<file path="src/rtl/mmio_gpio_if.sv">
// mmio_gpio_if: core data-bus slice seen by the GPIO block.
//   addr      - data address (ALU result low bits)
//   we        - store strobe
//   wdata     - store data
//   ram_rdata - data-RAM read data, passed through on window misses
//   rdata     - load data returned to the core's result mux
// master: core side, slave: mmio_gpio side.
interface mmio_gpio_if #(
    parameter int ADDR_W = 5,
    parameter int DATA_W = 32
);
    logic [ADDR_W-1:0] addr;
    logic              we;
    logic [DATA_W-1:0] wdata;
    logic [DATA_W-1:0] ram_rdata;
    logic [DATA_W-1:0] rdata;

    modport master (output addr, output we, output wdata, output ram_rdata, input rdata);
    modport slave  (input addr, input we, input wdata, input ram_rdata, output rdata);
endinterface

</file>
<file path="src/rtl/mmio_gpio.sv">
// mmio_gpio: memory-mapped GPIO with registered outputs, synchronised and
// debounced inputs, sticky rising-edge flags (W1C) and a maskable level irq.
//
// Register window (offset = addr[1:0], hit when addr[ADDR_W-1:2] matches BASE):
//   0 OUT    rw  [OUT_W-1:0]
//   1 IN     ro  [IN_W-1:0]   debounced inputs
//   2 EDGE   w1c [IN_W-1:0]   sticky rising-edge flags, set beats clear
//   3 IRQ_EN rw  [IN_W-1:0]
// Loads outside the window return ram_rdata unchanged.
//
// Ports:
//   clk, reset  - clock, synchronous active-high reset
//   bus         - mmio_gpio_if.slave (addr, we, wdata, ram_rdata, rdata)
//   gpio_in_i   - asynchronous inputs
//   gpio_out_o  - registered output pins
//   irq_o       - registered level interrupt, |(EDGE & IRQ_EN)
//
// Build option: define MMIO_GPIO_DEBOUNCE_EN to build the per-input
// debounce counters; without it the accepted input value is the
// synchroniser output and DEB_CYCLES has no effect.

// One input channel: two-flop synchroniser plus optional debouncer.
// rise_o is the 0->1 transition of the accepted value that takes effect
// on the next clock edge, so EDGE sets on the same edge IN updates.
module mmio_gpio_lane #(
    parameter int DEB_CYCLES = 4
) (
    input  logic clk,
    input  logic reset,
    input  logic async_i,
    output logic deb_o,
    output logic rise_o
);
    logic s1_q, s2_q;

    always_ff @(posedge clk) begin
        if (reset) begin
            s1_q <= 1'b0;
            s2_q <= 1'b0;
        end else begin
            s1_q <= async_i;
            s2_q <= s1_q;
        end
    end

`ifdef MMIO_GPIO_DEBOUNCE_EN
    localparam int CW = $clog2(DEB_CYCLES + 1);

    logic [CW-1:0] cnt_q, cnt_d;
    logic          deb_q, deb_d;

    // Counter runs only while the synchronised value disagrees with the
    // accepted one; any return to agreement restarts qualification.
    always_comb begin
        deb_d = deb_q;
        cnt_d = '0;
        if (s2_q != deb_q) begin
            if (cnt_q == CW'(DEB_CYCLES - 1))
                deb_d = s2_q;
            else
                cnt_d = cnt_q + 1'b1;
        end
    end

    always_ff @(posedge clk) begin
        if (reset) begin
            deb_q <= 1'b0;
            cnt_q <= '0;
        end else begin
            deb_q <= deb_d;
            cnt_q <= cnt_d;
        end
    end

    assign deb_o  = deb_q;
    assign rise_o = deb_d & ~deb_q;
`else
    localparam int unused_deb_cycles = DEB_CYCLES;

    assign deb_o  = s2_q;
    assign rise_o = s1_q & ~s2_q;
`endif
endmodule

module mmio_gpio #(
    parameter int                ADDR_W     = 5,
    parameter int                DATA_W     = 32,
    parameter int                OUT_W      = 4,
    parameter int                IN_W       = 6,
    parameter logic [ADDR_W-1:0] BASE       = 'h1C,
    parameter int                DEB_CYCLES = 4
) (
    input  logic             clk,
    input  logic             reset,
    mmio_gpio_if.slave       bus,
    input  logic [IN_W-1:0]  gpio_in_i,
    output logic [OUT_W-1:0] gpio_out_o,
    output logic             irq_o
);
    localparam logic [1:0] OFF_OUT  = 2'd0;
    localparam logic [1:0] OFF_IN   = 2'd1;
    localparam logic [1:0] OFF_EDGE = 2'd2;
    localparam logic [1:0] OFF_EN   = 2'd3;

    logic [OUT_W-1:0] out_q, out_d, gpio_out_q;
    logic [IN_W-1:0]  edge_q, edge_d, en_q, en_d, clr;
    logic [IN_W-1:0]  deb, rise;
    logic             irq_q, irq_d;
    logic             hit, wr_en;
    logic [1:0]       off;
    logic [DATA_W-1:0] rdata_c;

    // Only the low bits of a store land in registers.
    logic unused_wdata;
    assign unused_wdata = ^bus.wdata;

    for (genvar i = 0; i < IN_W; i++) begin : g_lane
        mmio_gpio_lane #(.DEB_CYCLES(DEB_CYCLES)) u_lane (
            .clk    (clk),
            .reset  (reset),
            .async_i(gpio_in_i[i]),
            .deb_o  (deb[i]),
            .rise_o (rise[i])
        );
    end

    assign hit   = (bus.addr[ADDR_W-1:2] == BASE[ADDR_W-1:2]);
    assign off   = bus.addr[1:0];
    assign wr_en = bus.we & hit;

    always_comb begin
        out_d = out_q;
        en_d  = en_q;
        clr   = '0;
        if (wr_en) begin
            case (off)
                OFF_OUT:  out_d = bus.wdata[OUT_W-1:0];
                OFF_EDGE: clr   = bus.wdata[IN_W-1:0];
                OFF_EN:   en_d  = bus.wdata[IN_W-1:0];
                default:  ;
            endcase
        end
        // A new rising edge outranks a clear landing in the same cycle.
        edge_d = (edge_q & ~clr) | rise;
        irq_d  = |(edge_q & en_q);
    end

    always_ff @(posedge clk) begin
        if (reset) begin
            out_q      <= '0;
            gpio_out_q <= '0;
            edge_q     <= '0;
            en_q       <= '0;
            irq_q      <= 1'b0;
        end else begin
            out_q      <= out_d;
            gpio_out_q <= out_q;
            edge_q     <= edge_d;
            en_q       <= en_d;
            irq_q      <= irq_d;
        end
    end

    // Zero-cycle load path: window registers on a hit, RAM data otherwise.
    always_comb begin
        rdata_c = bus.ram_rdata;
        if (hit) begin
            case (off)
                OFF_OUT:  rdata_c = DATA_W'(out_q);
                OFF_IN:   rdata_c = DATA_W'(deb);
                OFF_EDGE: rdata_c = DATA_W'(edge_q);
                default:  rdata_c = DATA_W'(en_q);
            endcase
        end
    end

    assign bus.rdata  = rdata_c;
    assign gpio_out_o = gpio_out_q;
    assign irq_o      = irq_q;
endmodule

</file>
<file path="src/flat_wrapper.sv">
// flat-port wrapper written by rule: the top's interface ports become plain ports
module mmio_gpio_flat 
#(
    parameter int                ADDR_W     = 5,
    parameter int                DATA_W     = 32,
    parameter int                OUT_W      = 4,
    parameter int                IN_W       = 6,
    parameter logic [ADDR_W-1:0] BASE       = 'h1C,
    parameter int                DEB_CYCLES = 4
)
  (clk, reset, gpio_in_i, gpio_out_o, irq_o, bus_addr, bus_we, bus_wdata, bus_ram_rdata, bus_rdata);
  mmio_gpio_if #(.ADDR_W(ADDR_W), .DATA_W(DATA_W)) bus_i ();
  input  logic clk;
  input  logic reset;
  input  logic [IN_W-1:0] gpio_in_i;
  output logic [OUT_W-1:0] gpio_out_o;
  output logic irq_o;
  input wire logic [$bits(bus_i.addr)-1:0] bus_addr;
  input wire logic [$bits(bus_i.we)-1:0] bus_we;
  input wire logic [$bits(bus_i.wdata)-1:0] bus_wdata;
  input wire logic [$bits(bus_i.ram_rdata)-1:0] bus_ram_rdata;
  output wire logic [$bits(bus_i.rdata)-1:0] bus_rdata;
  assign bus_i.addr = bus_addr;
  assign bus_i.we = bus_we;
  assign bus_i.wdata = bus_wdata;
  assign bus_i.ram_rdata = bus_ram_rdata;
  assign bus_rdata = bus_i.rdata;
  mmio_gpio #(.ADDR_W(ADDR_W), .DATA_W(DATA_W), .OUT_W(OUT_W), .IN_W(IN_W), .BASE(BASE), .DEB_CYCLES(DEB_CYCLES)) u_core (.clk(clk), .reset(reset), .bus(bus_i), .gpio_in_i(gpio_in_i), .gpio_out_o(gpio_out_o), .irq_o(irq_o));
endmodule
</file>
<file path="config.mk">
export PLATFORM = sky130hd
export DESIGN_NAME = mmio_gpio_flat
export DESIGN_NICKNAME = d
export VERILOG_FILES = /design/src/rtl/mmio_gpio_if.sv /design/src/rtl/mmio_gpio.sv /design/src/flat_wrapper.sv
export SDC_FILE = /design/constraint.sdc
export NUM_CORES = 1
export LEC_CHECK = 0
export ABC_AREA = 1
export CAP_MARGIN = 20
export CORE_UTILIZATION = 36
export DETAILED_ROUTE_END_ITERATION = 8
export PLACE_DENSITY = 0.85
export SYNTH_ARGS = -nofsm -noshare
export SYNTH_HDL_FRONTEND = slang
export SYNTH_SLANG_ARGS = --single-unit
</file>
<file path="constraint.sdc">
create_clock -name clk -period 1.18 [get_ports clk]
set_clock_uncertainty 0.1 [all_clocks]
set_input_delay 0.236 -clock clk [delete_from_list [all_inputs] [get_ports clk]]
set_output_delay 0.236 -clock clk [all_outputs]
set_load 0.005 [all_outputs]
</file>
==> impl_metrics.ini, run 1 <==
[status]
status = finished, violations left
violations = setup timing

[worst_setup_path]
required_ns = 0.84
crit_slowest_cell = dfxtp_1
cp_num_buf_inv = 1
crit_path_cell_trace = o21ai_0 -> nand3_1 -> nand2_1 -> nand2_1 -> buf_2
reg2regPathDepth = 5
crit_cells = 5
worstSetupPathType = reg -> out
cp_top_family = flip-flops
cpMostUsedCell = nand2_1
crit_fanout = 2
start_kind = flop
endpoint_kind = output port
critical_path.max_stage_delay_ns = 0.33
critPathArrivalTime_ns = 1.34
r2r_slack_ns = 0.01

[clock_tree]
cts_tree = done
clockRootBuffer = clkbuf_8
cts_buffer_depth = 2
clock_latency_ns = 0.29
cts_sinks = 33
htreeDepth = 2
numCtsBuffers = 5
clk_pin_slew_worst_paths_ns = 0.06

[routing]
via_per_inst = 4.942
drtIter0Drc = 287
num_vias = 2555
drcViolationCount = 0
drt_wl_total_um = 8531
ant_nets = 0
avgRoutedWirePerCell_um = 16.50
firstDrtPassIters = 7

[synth]
yosysTopAreaCellShare_pct = 36.90
ys_types = 19
synth_top_cell_by_area = dfxtp_1
synth_area_um2 = 1790
ys_top_cells_by_area = dfxtp_1 (37%), nand2_1 (18%), inv_1 (13%)
syn_inst = 289
yosys_warnings = 0
ys.flop_type = dfxtp_1
synth_enable_flop_cells = 0
synth.most_common_cell = nand2_1
async_flop_share_pct = 0
avgSynthCellArea_um2 = 6.195
synth-seq-area-share_pct = 36.90
synth_nets = 367
ys_ff_latch = 33
synthTopCellsByCount = nand2_1 (86), inv_1 (61), nor2_1 (55)

[timing]
finalSetupTns_ns = -9.236
worst_pin_slew_ns = 0.3270
rsz0062_at_grt = yes
setup_violations = 34
max_freq_mhz = 597.8
fin_crit_ns = 1.673
setup_ws_ns = -0.4929
hold_viol = 0
slew-limit-headroom_pct = 77.97
maxSlewViolCount = 0
holdWs_ns = 0.3183
post-route-period-util_pct = 141.8

[global_route]
grt_usage_pct = 25.12
grt_overflow_total = 0
antenna_found_initial = 0
grt_pass1_vias = 2344
grt_max_degree = 15
grt_pass1_wl_um = 10230

[pwr]
seq_power_share_pct = 38.4
pwr-share-clk_pct = 30.9
peakVddDrop_uv = 619.1
cellPowerDensity_nw_per_um2 = 845.0
leakage_nw = 1.880
combinationalPowerShare_pct = 30.7
internal_power_mw = 2.209
p_sw_uw = 870.2
switching_share_pct = 28.26

[final_layout]
nNetsFinal = 527
n_antenna_cell = 0
post-route-util_pct = 76.63
drive_gt1_share_pct = 43.78
layout-area-overhead-vs-synth_pct = 103.5

[placement]
portBuffers = 88
place.gp.congestion = 0.8701
hpwlAfterDp_um = 3958

[min_path]
holdPathStages = 2
holdCritPathClass = reg -> reg

[die]
dieArea_um2 = 5260
initial_core_util_pct = 37.66
core_um2 = 4755
rows = 25
io_pins = 115
fp.dieH_um = 72.53
chipWidth_um = 72.53

[job]
cap_viol_max_count = 0
## placed cells by master, fill, tap and decap left out, types with 3 or more instances in the layout
master	n
nand2_4	15
nor2_1	53
buf_2	12
o21ai_2	5
inv_2	20
nand3_1	4
clkbuf_2	8
o21ai_1	8
clkdlybuf4s15_1	4
nand2_2	19
clkbuf_8	7
nor2_4	4
clkdlybuf4s50_1	43
buf_6	30
buf_4	52
buf_12	5
nand4_1	10
inv_4	3
inv_1	42
dfxtp_1	31
nand2_1	53
## routing by layer
metal | vias to the layer above | global-route usage [%] | part of all wire (%)
met2 | 206 | 47.35 | 51
met1 | 1136 | 24.34 | 33
met4 | 0 | 15.69 | 6.0
li1 | 1164 | - | -
met5 | - | 0 | 0
met3 | 49 | 6.111 | 10
## worst register-to-register path, cell delays in order, from the launching register on
cell	delay (ns)
dfxtp_1	0.32
buf_4	0.14
nand2_1	0.07
nand2_1	0.09
nor3_1	0.26
nor2_1	0.08
## area by class of cell
type	instances	area, um2
Tap cell	67	83.83
Multi-Input combinational cell	180	1002
Timing Repair inverter	1	5.005
Sequential cell	33	663.1
Inverter	66	259.0
Fill cell	262	1111
Clock inverter	1	5.005
Timing Repair Buffer	162	1529
Clock buffer	7	96.34
## what timing repair did
item / 4_1_cts / 5_1_grt
hold buffers: 0 / 0
pin swaps: 21 / 15
endpoints found under the hold margin: 0 / 0
cloned: 3 / 1
resized for setup: 189 / 88
setup endpoints to repair: 53 / 47
setup buffers: 26 / 9
## worst paths after layout
path | start | to
max | u_core.g_lane[1].u_lane.deb_o | bus_rdata[1]
min | u_core.g_lane[4].u_lane.s1_q | u_core.g_lane[4].u_lane.deb_o
max reg2reg | u_core.edge_q[3] | u_core.irq_o
min reg2reg | u_core.g_lane[4].u_lane.s1_q | u_core.g_lane[4].u_lane.deb_o
## power groups by stage
stage	Sequential [mW]	Clock, mW	Combinational, mW
2_1_floorplan	1.20	0	0.243
3_3_place_gp	1.20	0	0.665
3_5_place_dp	1.20	0	0.681
4_1_cts	1.17	0.955	0.757
5_1_grt	1.18	1.01	0.997
6_report	1.18	0.952	0.945
## cells by family (layout without fill, tap and decap cells)
group | count (synthesis) | in the layout | share of synthesized area (%)
and+or+nand+nor | 166 | 166 | 40.60
buffers and inverters | 76 | 237 | 18.59
DFF | 33 | 33 | 36.90
AOI/OAI and AO/OA | 14 | 14 | 3.914
## through the flow
stage | cells | instance area (um2) | power (mW) | setup slack [ns]
2_1_floorplan | 289 | 1790 | 1.439 | 0.04357
3_3_place_gp | 472 | 2980 | 1.862 | -0.9493
3_5_place_dp | 472 | 2980 | 1.880 | -1.004
4_1_cts | 509 | 3374 | 2.886 | -0.3654
5_1_grt | 517 | 3643 | 3.190 | -0.4732
6_report | 517 | 3643 | 3.079 | -0.4929
## flip-flops by register name, indices dropped and copies added, names as in the netlist
register,count
u_core.out_q,4
u_core.gpio_out_o,4
u_core.g_lane.u_lane.s1_q,6
u_core.en_q,6
u_core.g_lane.u_lane.deb_o,6
u_core.irq_o,1
u_core.edge_q,6
No activity file was read; power rests on OpenSTA's default activity.
==> run 2: changes to the inputs <==
--- a/config.mk
+++ b/config.mk
@@ -7,9 +7,10 @@
 export LEC_CHECK = 0
 export ABC_AREA = 1
 export CAP_MARGIN = 20
-export CORE_UTILIZATION = 36
+export CORE_UTILIZATION = 37
 export DETAILED_ROUTE_END_ITERATION = 8
-export PLACE_DENSITY = 0.85
+export PLACE_DENSITY = 0.88
 export SYNTH_ARGS = -nofsm -noshare
 export SYNTH_HDL_FRONTEND = slang
+export SYNTH_HIERARCHICAL = 1
 export SYNTH_SLANG_ARGS = --single-unit
==> constraint.sdc (replaced) <==
create_clock -name clk -period 2 [get_ports clk]
set_clock_uncertainty 0.1 [all_clocks]
set_input_delay 0.5 -clock clk [delete_from_list [all_inputs] [get_ports clk]]
set_output_delay 0.5 -clock clk [all_outputs]
set_load 0.005 [all_outputs]
==> impl_metrics.ini, run 2 <==
[die]
io_pins = 115
dieArea_um2 = 4909
rows = 24
chipWidth_um = 70.07
initial_core_util_pct = 38.83
core_um2 = 4414
fp.dieH_um = 70.07

[final_layout]
final_common_cell = nand2_1
seqCellArea_um2 = 660.6
multi_input_area_um2 = 812.0
n_antenna_cell = 0
final_cell_mix = nand2_1 (79), inv_1 (58), nor2_1 (56)
post-route-util_pct = 67.97
fillers = 336
stdcell_count = 448
drive_gt1_share_pct = 16.41
layout-area-overhead-vs-synth_pct = 75.04
nNetsFinal = 473
fin_area_um2 = 3000

[placement]
portBuffers = 88
pre_cts_ws_ns = -0.7225
placed_area_um2 = 2749
hpwlAfterDp_um = 3619
dp_cells = 427
place.gp.congestion = 0.9673

[global_route]
grt_usage_pct = 21.67
grt_max_degree = 17
antenna_found_initial = 0
grt_overflow_total = 0
grt_pass1_wl_um = 8397
grt_pass1_vias = 1868

[synth]
ys.flop_type = dfxtp_1
avgSynthCellArea_um2 = 6.122
yosysTopAreaCellShare_pct = 38.54
synth-seq-area-share_pct = 38.54
synth_top_cell_by_area = dfxtp_1
synth_enable_flop_cells = 0
ys_types = 20
synth_area_um2 = 1714
synth_nets = 358
async_flop_share_pct = 0
synthTopCellsByCount = nand2_1 (80), inv_1 (60), nor2_1 (57)
syn_inst = 280
ys_top_cells_by_area = dfxtp_1 (39%), nand2_1 (18%), inv_1 (13%)
yosys_warnings = 6
ys_ff_latch = 33
synth.most_common_cell = nand2_1

[pwr]
cellPowerDensity_nw_per_um2 = 567.6
switching_share_pct = 23.49
peakVddDrop_uv = 350.6
combinationalPowerShare_pct = 22.0
seq_power_share_pct = 40.8
leakage_nw = 1.551
pwr-share-clk_pct = 37.2
internal_power_mw = 1.303
p_sw_uw = 400.0

[worst_setup_path]
critPathArrivalTime_ns = 1.37
worstSetupPathType = in -> out
crit_fanout = 8
required_ns = 1.40
endpoint_kind = output port
start_kind = input port

[timing]
setup_ws_ns = 0.03209
max_freq_mhz = 508.2
maxSlewViolCount = 0
post-route-period-util_pct = 98.40
hold_viol = 0
rsz0062_at_grt = yes
finalSetupTns_ns = 0
worst_pin_slew_ns = 0.2644
slew-limit-headroom_pct = 82.27
fin_crit_ns = 1.968
setup_violations = 0

[clock_tree]
htreeDepth = 2
clock_latency_ns = 0.27
cts_tree = done
cts_buffer_depth = 2
cts_sinks = 33
clockRootBuffer = clkbuf_8
numCtsBuffers = 5
clk_pin_slew_worst_paths_ns = 0.07

[routing]
via_per_inst = 4.542
ant_nets = 0
drcViolationCount = 0
drt_wl_total_um = 5298
num_vias = 2035
drtIter0Drc = 91
firstDrtPassIters = 4
avgRoutedWirePerCell_um = 11.83

[job]
cap_viol_max_count = 0

[status]
status = complete, no violations

[min_path]
holdCritPathClass = reg -> reg
-- run 2: cell count changes after synthesis, sizes merged --
cell / previous run / this run
clkinv: 0 / 1
inv: 66 / 62
nor3: 1 / 0
nor2: 59 / 62
buf: 10 / 6
o21ai: 14 / 7
nand2: 88 / 83
or2: 2 / 1
o21a: 0 / 1
a21oi: 0 / 7
nand4: 11 / 0
nand3: 5 / 17
-- run 2: logic make-up after synthesis --
family / after synthesis / share of synthesized area [%]
buffers and inverters: 69 / 15.77
AOI/OAI and AO/OA: 15 / 4.963
and+or+nand+nor: 163 / 40.73
DFF: 33 / 38.54
-- run 2: per-layer routing --
metal	share of wire, %	wire length [um]	global-route usage (%)
met5	0	0	0
met4	2.8	149	8.000
met3	9.1	484	6.782
met2	50	2645	40.81
met1	38	2018	22.11
-- run 2: path summary, 6_finish.rpt --
check	cells after the start	to	slack [ns]	start
setup / recovery	8	bus_rdata[12]	0.03	bus_addr[4]
hold / removal	2	u_core/g_lane[4].u_lane/deb_o	0.32	u_core/g_lane[4].u_lane/s1_q
setup reg to reg	4	u_core/irq_o	1.05	u_core/edge_q[1]
hold reg to reg	2	u_core/g_lane[4].u_lane/deb_o	0.32	u_core/g_lane[4].u_lane/s1_q
-- run 2: repair_timing --
action	4_1_cts	5_1_grt
pin swaps	6	2
hold buffers	0	0
setup buffers	9	2
gates resized for setup	96	10
hold endpoints to repair	0	0
setup endpoints to repair	32	10
cloned	2	0
-- run 2: critical path, stage by stage --
cell	delay, ns
buf_6	0.08
nand3_4	0.11
buf_12	0.15
buf_12	0.11
buf_16	0.13
nand2_1	0.05
inv_1	0.04
clkdlybuf4s15_1	0.19
-- run 2: cell type report --
type / instances / share of cell area, %
inverters: 63 / 8.215
clock inverters: 1 / 1.001
clock buffers: 7 / 2.877
repair buffers: 114 / 36.66
flip-flops and latches: 33 / 22.02
well taps: 52 / 2.168
multi-input cells: 178 / 27.06
-- run 2: power groups by stage --
stage	registers (mW)	logic, mW	clock network [mW]
after global placement	0.708	0.356	0
after CTS	0.694	0.366	0.649
final	0.695	0.374	0.634
after global routing	0.696	0.407	0.672
after detailed placement	0.709	0.362	0
after floorplan	0.704	0.129	0
-- run 2: through the flow --
stage / power [mW] / hold WS (ns)
after CTS: 1.710 / 0.3242
after detailed placement: 1.071 / 0.3214
after global routing: 1.774 / 0.3450
after floorplan: 0.8328 / 0.3104
after global placement: 1.064 / 0.3171
final: 1.703 / 0.3214
==> run 3: changes to the inputs <==
--- a/config.mk
+++ b/config.mk
@@ -9,7 +9,9 @@
 export CAP_MARGIN = 20
 export CORE_UTILIZATION = 37
 export DETAILED_ROUTE_END_ITERATION = 8
+export HOLD_SLACK_MARGIN = 0.05
 export PLACE_DENSITY = 0.88
+export REMOVE_ABC_BUFFERS = 1
 export SYNTH_ARGS = -nofsm -noshare
 export SYNTH_HDL_FRONTEND = slang
 export SYNTH_HIERARCHICAL = 1
==> impl_metrics.ini, run 3 (same netlist as run 2, synthesis figures left out) <==
[clock_tree]
clk_pin_slew_worst_paths_ns = 0.07
cts_sinks = 33
cts_tree = done
numCtsBuffers = 5
cts_hold_buf = 0
clock_latency_ns = 0.28
htreeDepth = 2
clockRootBuffer = clkbuf_8
cts_buffer_depth = 2

[job]
cap_viol_max_count = 0

[placement]
place.gp.congestion = 0.8753
hpwlAfterDp_um = 3695
portBuffers = 88
placed_area_um2 = 2781

[timing]
holdWs_ns = 0.3242
setup_ws_ns = -0.06234
hold_viol = 0
slew-limit-headroom_pct = 81.41
worst_pin_slew_ns = 0.2772
max_freq_mhz = 484.9
maxSlewViolCount = 0
post-route-period-util_pct = 103.1
setup_violations = 1
fin_crit_ns = 2.062

[worst_setup_path]
critPathArrivalTime_ns = 2.15
start_kind = input port
endpoint_kind = flop
r2r_slack_ns = 0.91
r2r_start = u_core/en_q[4]
crit_start = bus_addr[0]
worstSetupPathType = in -> reg
reg2regPathDepth = 4
endpoint = u_core/out_q[1]
regToRegEndpoint = u_core/irq_o
required_ns = 2.09
crit_fanout = 7

[final_layout]
drive_gt1_share_pct = 21.81
final_cell_mix = nand2_1 (75), inv_1 (58), nor2_1 (54)
nNetsFinal = 485
fin_area_um2 = 3152
final_common_cell = nand2_1
layout-area-overhead-vs-synth_pct = 83.87
n_antenna_cell = 0

[routing]
ant_nets = 0
via_per_inst = 5.048
drt_wl_total_um = 6966
firstDrtPassIters = 5
drcViolationCount = 0
num_vias = 2322
avgRoutedWirePerCell_um = 15.14
drtIter0Drc = 283

[die]
dieArea_um2 = 4909
chipWidth_um = 70.07
fp.dieH_um = 70.07
initial_core_util_pct = 38.83
rows = 24
core_um2 = 4414
io_pins = 115

[status]
status = finished, violations left
violations = setup timing

[global_route]
grt_overflow_total = 0
grt_pass1_wl_um = 10610
grt_usage_pct = 27.38
grt_pass1_vias = 2284
grt_max_degree = 21
antenna_found_initial = 0

[pwr]
total_power_mw = 1.761
cellPowerDensity_nw_per_um2 = 558.7
leakage_nw = 1.645
peakVddDrop_uv = 409.1

[min_path]
holdCritPathClass = reg -> reg
run 3: worst min-delay path by stage:
stage | start | to | slack (ns) | cells past startpoint
finish | u_core/g_lane[1].u_lane/s1_q | u_core/g_lane[1].u_lane/deb_o | 0.32 | 2
CTS | u_core/g_lane[1].u_lane/s1_q | u_core/g_lane[1].u_lane/deb_o | 0.33 | 2
detailed placement | u_core/g_lane[2].u_lane/s1_q | u_core/g_lane[2].u_lane/deb_o | 0.32 | 2
floorplan | u_core/g_lane[0].u_lane/s1_q | u_core/g_lane[0].u_lane/deb_o | 0.31 | 2
global route | u_core/g_lane[2].u_lane/s1_q | u_core/g_lane[2].u_lane/deb_o | 0.34 | 2
global placement | u_core/g_lane[4].u_lane/s1_q | u_core/g_lane[4].u_lane/deb_o | 0.32 | 2
run 3: final cells by class:
class / instances / area (um2)
inverter: 63 / 236.5
clock buffer: 7 / 86.33
fill: 298 / 1262
multi-input combinational: 178 / 833.3
clock inverter: 1 / 30.03
tap: 52 / 65.06
sequential: 33 / 660.6
timing repair buffer: 126 / 1240
run 3: timing repair:
action	CTS	global route
gates cloned	2	1
gates resized for setup	101	29
setup endpoints to repair	32	15
hold endpoints to repair	0	0
setup buffers	21	3
pin swaps	8	7
run 3: critical path, stage by stage:
cell	delay, ns
buf_12	0.12
buf_6	0.11
nor2_4	0.13
buf_6	0.13
buf_4	0.11
buf_4	0.10
buf_4	0.09
buf_4	0.09
buf_4	0.09
buf_4	0.10
inv_1	0.04
nor2_2	0.23
nor2_1	0.11
nor2_1	0.20
run 3: report_power, final:
part | switching, mW | internal [mW] | total, mW
clock network | 0.233 | 0.406 | 0.639
logic | 0.182 | 0.242 | 0.425
registers | 0.0164 | 0.681 | 0.697
run 3: through the flow:
stage	setup WS (ns)	util [%]	TNS [ns]	instances
final	-0.06234	71.40	-0.06234	460
after global routing	-0.07845	71.40	-0.07845	460
after CTS	0.006880	70.38	0	457
after detailed placement	-0.8027	63.01	-17.42	428
after global placement	-0.7632	63.01	-16.70	428
after floorplan	0.1395	-	0	274
run 3: routing by layer:
metal | GRT usage (%) | part of all wire [%] | up-vias
li1 | - | - | 1073
met1 | 27.54 | 34 | 1013
met2 | 49.79 | 49 | 191
met3 | 8.081 | 11 | 45
met4 | 15.56 | 5.8 | 0
met5 | 0 | 0 | -
